$ cat config.mk
export PLATFORM = sky130hd
export DESIGN_NAME = jtdsp16_rom_fetch_flat
export DESIGN_NICKNAME = d
export VERILOG_FILES = /design/src/rtl/jtdsp16_pkg.sv /design/src/rtl/jtdsp16_rom_fetch_if.sv /design/src/rtl/jtdsp16_rom_cache_mem.sv /design/src/rtl/jtdsp16_rom_fetch.sv /design/src/flat_wrapper.sv
export SDC_FILE = /design/constraint.sdc
export NUM_CORES = 2
export LEC_CHECK = 0
export BUFFER_PORTS_ARGS = -buffer_cell sky130_fd_sc_hd__buf_2
export CORE_ASPECT_RATIO = 2
export CORE_MARGIN = 10
export CORE_UTILIZATION = 35
export DETAILED_ROUTE_END_ITERATION = 6
export MAX_ROUTING_LAYER = met4
export PLACE_DENSITY_LB_ADDON = 0.05
export SYNTH_ARGS = -nofsm -noshare
export SYNTH_HDL_FRONTEND = slang
export SYNTH_SLANG_ARGS = --single-unit
export TNS_END_PERCENT = 100
$ cat constraint.sdc
create_clock -name clk -period 5.61 [get_ports clk]
set_input_delay 0.561 -clock clk [delete_from_list [all_inputs] [get_ports clk]]
set_output_delay 0.561 -clock clk [all_outputs]
set_load 0.02 [all_outputs]
$ cat src/rtl/jtdsp16_pkg.sv
// Shared definitions for the JTDSP16 program-fetch slice:
// fetch FSM state encodings, ROM address/data widths and the cache tag width.
package jtdsp16_pkg;

  localparam logic ST_CHECK = 1'b0;
  localparam logic ST_FILL  = 1'b1;

  localparam int ROM_AW = 16;
  localparam int ROM_DW = 16;

  // Number of address bits kept as tag for a cache with 2**cache_aw lines
  function automatic int tag_w(input int cache_aw);
    return ROM_AW - cache_aw;
  endfunction

endpackage

$ cat src/rtl/jtdsp16_rom_fetch_if.sv
// Program-fetch bus between the XAAU (master: issues rom_addr) and the
// ROM fetch unit (slave: returns rom_dout qualified by rom_ok).
interface jtdsp16_rom_fetch_if;
  import jtdsp16_pkg::*;

  logic [ROM_AW-1:0] rom_addr;
  logic [ROM_DW-1:0] rom_dout;
  logic              rom_ok;

  modport master (output rom_addr, input rom_dout, input rom_ok);
  modport slave  (input rom_addr, output rom_dout, output rom_ok);

endinterface

$ cat src/rtl/jtdsp16_rom_cache_mem.sv
// Direct-mapped, one-word-per-line cache storage: tag/data/valid arrays
// with a combinational read port, one write port and a flush-all input.
// Only the valid bits are reset; tag and data contents are don't-care
// until their line has been written.
module jtdsp16_rom_cache_mem
  import jtdsp16_pkg::*;
#(
  parameter int CACHE_AW = 6,
  parameter int TW       = tag_w(CACHE_AW)
) (
  input  logic                clk,
  input  logic                rst,
  input  logic                flush,
  input  logic [CACHE_AW-1:0] rd_idx,
  output logic [TW-1:0]       rd_tag,
  output logic [ROM_DW-1:0]   rd_data,
  output logic                rd_valid,
  input  logic                we,
  input  logic [CACHE_AW-1:0] wr_idx,
  input  logic [TW-1:0]       wr_tag,
  input  logic [ROM_DW-1:0]   wr_data
);

  localparam int LINES = 1 << CACHE_AW;

  logic [TW-1:0]     tag_mem  [LINES];
  logic [ROM_DW-1:0] data_mem [LINES];
  logic [LINES-1:0]  valid;

  assign rd_tag   = tag_mem[rd_idx];
  assign rd_data  = data_mem[rd_idx];
  assign rd_valid = valid[rd_idx];

  // Line contents: written only by a completed fill
  always_ff @(posedge clk) begin
    if (we) begin
      tag_mem[wr_idx]  <= wr_tag;
      data_mem[wr_idx] <= wr_data;
    end
  end

  // Valid bits: flush wins over a same-cycle write
  always_ff @(posedge clk or posedge rst) begin
    if (rst) begin
      valid <= '0;
    end else if (flush) begin
      valid <= '0;
    end else if (we) begin
      valid[wr_idx] <= 1'b1;
    end
  end

endmodule

$ cat src/rtl/jtdsp16_rom_fetch.sv
// JTDSP16 program-fetch responder: a direct-mapped cache in front of a slow
// external program memory. A miss holds rom_ok low, which gates ph1 and
// stalls the core until the fill returns.
// Optional build macro: JTDSP16_ROMSTATS_EN adds hit_cnt/miss_cnt outputs.
module jtdsp16_rom_fetch
  import jtdsp16_pkg::*;
#(
  parameter int CACHE_AW = 6
) (
  input  logic                 rst,
  input  logic                 clk,
  input  logic                 flush,
  jtdsp16_rom_fetch_if.slave   rom,
  output logic [ROM_AW-1:0]    ext_addr,
  output logic                 ext_cs,
  input  logic [ROM_DW-1:0]    ext_data,
  input  logic                 ext_ok
`ifdef JTDSP16_ROMSTATS_EN
  ,
  output logic [15:0]          hit_cnt,
  output logic [15:0]          miss_cnt
`endif
);

  localparam int TW = tag_w(CACHE_AW);

  logic              state;
  logic [ROM_DW-1:0] dout_r;
  logic              ok_r;
  logic [ROM_AW-1:0] chk_addr;   // address looked up on the previous clk
  logic              flush_pend; // flush seen during the current fill

  logic [TW-1:0]     rd_tag;
  logic [ROM_DW-1:0] rd_data;
  logic              rd_valid;
  logic              hit;
  logic              fill_done;
  logic              we;

  assign hit       = rd_valid && (rd_tag == rom.rom_addr[ROM_AW-1:CACHE_AW]) && !flush;
  assign fill_done = (state == ST_FILL) && ext_cs && ext_ok;
  assign we        = fill_done && !flush_pend && !flush;

  jtdsp16_rom_cache_mem #(.CACHE_AW(CACHE_AW), .TW(TW)) u_mem (
    .clk      (clk),
    .rst      (rst),
    .flush    (flush),
    .rd_idx   (rom.rom_addr[CACHE_AW-1:0]),
    .rd_tag   (rd_tag),
    .rd_data  (rd_data),
    .rd_valid (rd_valid),
    .we       (we),
    .wr_idx   (ext_addr[CACHE_AW-1:0]),
    .wr_tag   (ext_addr[ROM_AW-1:CACHE_AW]),
    .wr_data  (ext_data)
  );

  // The registered valid flag is only trusted while the core still presents
  // the address it was computed for; a fresh address reads as not-ready
  // until it has been looked up, so the core never advances on stale data.
  assign rom.rom_dout = dout_r;
  assign rom.rom_ok   = ok_r && (rom.rom_addr == chk_addr);

  // Fetch FSM: lookup in CHECK, external request/response in FILL
  always_ff @(posedge clk or posedge rst) begin
    if (rst) begin
      state      <= ST_CHECK;
      dout_r     <= 16'h0000;
      ok_r       <= 1'b0;
      chk_addr   <= 16'h0000;
      ext_addr   <= 16'h0000;
      ext_cs     <= 1'b0;
      flush_pend <= 1'b0;
    end else begin
      chk_addr <= rom.rom_addr;
      case (state)
        ST_CHECK: begin
          dout_r     <= rd_data;
          ok_r       <= hit;
          flush_pend <= 1'b0;
          if (!hit && !flush) begin
            ext_addr <= rom.rom_addr;
            ext_cs   <= 1'b1;
            state    <= ST_FILL;
          end
        end
        ST_FILL: begin
          ok_r <= 1'b0;
          if (flush) begin
            flush_pend <= 1'b1;
          end
          if (fill_done) begin
            dout_r     <= ext_data;
            ok_r       <= (rom.rom_addr == ext_addr);
            ext_cs     <= 1'b0;
            flush_pend <= 1'b0;
            state      <= ST_CHECK;
          end
        end
        default: begin
          state  <= ST_CHECK;
          ok_r   <= 1'b0;
          ext_cs <= 1'b0;
        end
      endcase
    end
  end

`ifdef JTDSP16_ROMSTATS_EN
  // Saturating hit/miss statistics; flush clears them in the same cycle
  always_ff @(posedge clk or posedge rst) begin
    if (rst) begin
      hit_cnt  <= 16'h0000;
      miss_cnt <= 16'h0000;
    end else if (flush) begin
      hit_cnt  <= 16'h0000;
      miss_cnt <= 16'h0000;
    end else if (state == ST_CHECK) begin
      if (hit && (hit_cnt != 16'hFFFF)) begin
        hit_cnt <= hit_cnt + 16'h0001;
      end
      if (!hit && (miss_cnt != 16'hFFFF)) begin
        miss_cnt <= miss_cnt + 16'h0001;
      end
    end
  end
`endif

endmodule
$ cat src/flat_wrapper.sv
// flat-port wrapper written by rule: the top's interface ports become plain ports
module jtdsp16_rom_fetch_flat import jtdsp16_pkg::*;
#(
  parameter int CACHE_AW = 6
)
  (rst, clk, flush, ext_addr, ext_cs, ext_data, ext_ok, rom_rom_addr, rom_rom_dout, rom_rom_ok);
  jtdsp16_rom_fetch_if rom_i ();
  input  logic rst;
  input  logic clk;
  input  logic flush;
  output logic [ROM_AW-1:0] ext_addr;
  output logic ext_cs;
  input  logic [ROM_DW-1:0] ext_data;
  input  logic ext_ok;
  input wire logic [$bits(rom_i.rom_addr)-1:0] rom_rom_addr;
  output wire logic [$bits(rom_i.rom_dout)-1:0] rom_rom_dout;
  output wire logic [$bits(rom_i.rom_ok)-1:0] rom_rom_ok;
  assign rom_i.rom_addr = rom_rom_addr;
  assign rom_rom_dout = rom_i.rom_dout;
  assign rom_rom_ok = rom_i.rom_ok;
  jtdsp16_rom_fetch #(.CACHE_AW(CACHE_AW)) u_core (.rst(rst), .clk(clk), .flush(flush), .rom(rom_i), .ext_addr(ext_addr), .ext_cs(ext_cs), .ext_data(ext_data), .ext_ok(ext_ok));
endmodule
==> metrics.md <==
| Metric | Value |
|---|---|
| RD Place Congestion | `~0.8` |
| Via count | `33000` |
| Dominant synthesized flop cell | `edfxtp_1` |
| Total grt overflow | `0` |
| Crit share post-route | `between 70% and 80%` |
| Setup CP Type | `reg -> reg` |
| Final WL | `216000 µm` |
| Pin count of the biggest net entering global routing | `approximately 120` |
| Worst setup margin | `1.61 ns` |
| Clk_lat worst skew | `a little over 0.8 ns` |
| CTS sink count | `approximately 1800` |
| Run status | `finished, final reports clean` |
| Worst slew pin tran | `about 1.3 ns` |
| H-Tree Depth | `4` |
| CP Launch Type | `register` |
| PD cells | `about 380 mW/mm²` |
| Global-route wire length before repair | `about 300000 µm` |
| Final hold vios | `0` |
| Overall Global Routing Usage | `between 20 and 25%` |
| Leak | `25.0 nW` |
| Worst-path clk slew | `around 0.06 ns` |
| Synth top area share | `between 70% and 80%` |
| Worst setup path startpoint | `u_core.ext_cs` |
| Flop2flop setup slack | `about 1.6 ns` |
| Most common cell in the netlist | `edfxtp_1` |
| Fill cell count | `between 15000 and 20000` |
| TritonCTS buffer count | `173` |
| Max IR drop VDD | `roughly 0.25 mV` |
| Syn nets | `around 3000` |
| Synthesized instance count | `roughly 3100` |
| Mean routed wirelength per cell | `~36 µm` |
| Pre-CTS WS | `between 0.8 and 0.9 ns` |
| Post-Layout Cell Count | `between 5000 and 6000` |
| Yosys cell types | `64` |
| Root Buffer | `clkbuf_16` |
| Max Clock Skew | `between 0.03 and 0.04 ns` |
| Tightest Hold Check Type | `in -> reg` |
| Hpwl dp | `approximately 130000 µm` |
| Die area | `about 0.22 mm²` |
| Synthesized flop and latch total | `about 1800` |
| Maximum buffer depth of the clock tree | `4` |
| CTS tree | `yes` |
| Setup bufs post-CTS | `0` |
| Final setup fails | `0` |
| F_max | `250 MHz` |
| DRC | `0` |
| # placed instances | `5674` |
| Layout area overhead | `14.7%` |
| Slew HR | `approximately 14%` |
| Setup TNS | `0 ns` |
| Post-synth top area cell | `edfxtp_1` |
| Max Cap Violations | `0` |
| Vias in the first global route | `about 35000` |
| Crit Reg-Reg Startpoint | `u_core.ext_cs` |
| Multi-input gate area | `about 0.015 mm²` |
| Max FO, Critical Path | `17` |
| Sequential area share after synthesis | `around 76%` |
| Synthesis Warnings | `0` |
| Port bufs | `between 60 and 70` |
| First-pass DRT Iterations | `7` |
| Core area | `between 0.15 and 0.2 mm²` |
| Top post-synthesis cells by count | `edfxtp_1 (1664), mux4_2 (488), dfrtp_1 (116)` |
| Slew Viols, Final | `0` |
| Synthesized area per cell | `about 23 µm²` |
| Critical Path End | `u_core.u_mem.data_mem[23][13]` |
| Die Height | `between 600 and 700 µm` |
| Ys async rst share | `about 6.5%` |
| Reg2Reg Depth | `5` |
| Post-synth EDFFs | `about 1700` |
| Die X | `between 300 and 400 µm` |
| FP Rows | `230` |
| Initial Utilization | `between 30% and 40%` |
| Tmin final | `between 4 and 5 ns` |
| Initial antenna violation count | `13` |
| DR vias/cell | `5.50` |
| Endpoint class of the critical path | `register` |
| Unrepaired setup endpoints after global routing | `false` |
| Cts repair resizes | `0` |
| Synthesized area | `0.0691 mm²` |
| Antenna-violating nets left | `0` |
| Critical Path RT | `just over 6 ns` |
| Dominant cells by area after synthesis | `edfxtp_1 (72%), mux4_2 (16%), dfrtp_1 (4.2%), mux4_1 (1.1%), mux2i_1 (0.71%)` |
| Net count, final | `~3300` |
| Layout cell share with drive strength beyond 1 | `a little under a third` |
| # IOs | `70` |
| Starting DRT DRC Count | `2966` |
| Hold Slack | `~0.075 ns` |
| Hold Path Origin | `rom_rom_addr[9]` |
| CP arrival | `around 4.5 ns` |
| FF-to-FF End | `u_core.u_mem.data_mem[23][13]` |
| Register Area | `0.0529 mm²` |
-- cell families after synthesis --
group	count (synthesis)	share of synthesized area (%)
muxes	584	18.0
xor gates and xnor gates	39	0.494
AOI/OAI and AO/OA	164	1.60
buffers and inverters	249	1.81
and+or+nand+nor	237	1.58
DFF	1780	76.5
-- critical path, stage by stage (launching register included) --
cell     delay [ns]
dfrtp_1        0.40
nand3_1        0.31
nor4_1         0.58
nand2_1        0.81
nor2_4         1.18
buf_4          0.36
-- worst min-delay path by stage --
stage	to	cells after the start	slack (ns)
after global routing	u_core.chk_addr[9]	1	0.05
after floorplan	u_core.u_mem.valid[5]	2	0.50
after detailed placement	u_core.u_mem.valid[9]	2	0.52
after global placement	u_core.u_mem.valid[63]	2	0.51
final	u_core.chk_addr[9]	1	0.08
after CTS	u_core.chk_addr[9]	1	0.01
-- metal layers --
layer | up-vias | track usage (%) | part of all wire (%)
li1 | 13400 | - | -
met1 | 18400 | 23.5 | 38
met2 | 918 | 37.7 | 56
met3 | 268 | 2.28 | 3.9
met4 | 0 | 5.29 | 2.7
met5 | - | - | 0
-- registers in the layout, summed over array words and instances (netlist names) --
| register | flops |
|---|---|
| u_core.u_mem.data_mem | 1024 |
| u_core.chk_addr | 16 |
| u_core.ext_cs | 1 |
| u_core.ok_r | 1 |
| u_core.u_mem.valid | 64 |
| u_core.rom.rom_dout | 16 |
| u_core.state | 1 |
| u_core.flush_pend | 1 |
| u_core.ext_addr | 16 |
| u_core.u_mem.tag_mem | 640 |
-- final cells by class --
| cell class | instances | share of cell area [%] |
|---|---|---|
| multi-input combinational | 1024 | 19.5 |
| clock buffer | 215 | 5.74 |
| clock inverter | 89 | 1.12 |
| antenna | 11 | 0.0347 |
| sequential | 1780 | 66.7 |
| tap | 2552 | 4.03 |
| timing repair buffer | 256 | 2.50 |
| inverter | 71 | 0.346 |
-- cells in the final DEF, fill, tap and decap left out, types with 18 or more instances in the layout --
cell       instances
o22ai_1           71
clkinv_1          35
mux2i_1           49
clkinv_2          18
nor2_1            44
edfxtp_1        1664
dfrtp_1          105
nor2_4            64
buf_4            166
nand3_1           18
mux4_1            28
clkbuf_16        175
xnor2_1           18
mux4_2           488
clkbuf_1          38
xor2_1            21
nand2_1           44
inv_1             65
buf_2             64
a21oi_1           26
-- power breakdown --
group          total, W  leakage [nW]  internal [W]  switching (W)
sequential       0.0158          16.4        0.0154       0.000401
combinational   0.00305          5.90      0.000876        0.00218
clock            0.0116          2.61       0.00654        0.00503
total            0.0305          25.0        0.0229        0.00761
-- metrics by stage --
stage	power [W]	cell area [µm²]	util [%]
2_1_floorplan	0.0176	69100	-
3_3_place_gp	0.0192	73700	37.6
3_5_place_dp	0.0193	73700	37.6
4_1_cts	0.0309	79200	40.4
5_1_grt	0.0315	79300	40.4
6_report	0.0305	79300	40.4
-- repair_timing --
action,CTS,global route
hold buffers,9,0
endpoints found under the hold margin,71,0
endpoints found under the setup margin,0,0
Note: power is estimated with default switching activity, not from simulation.
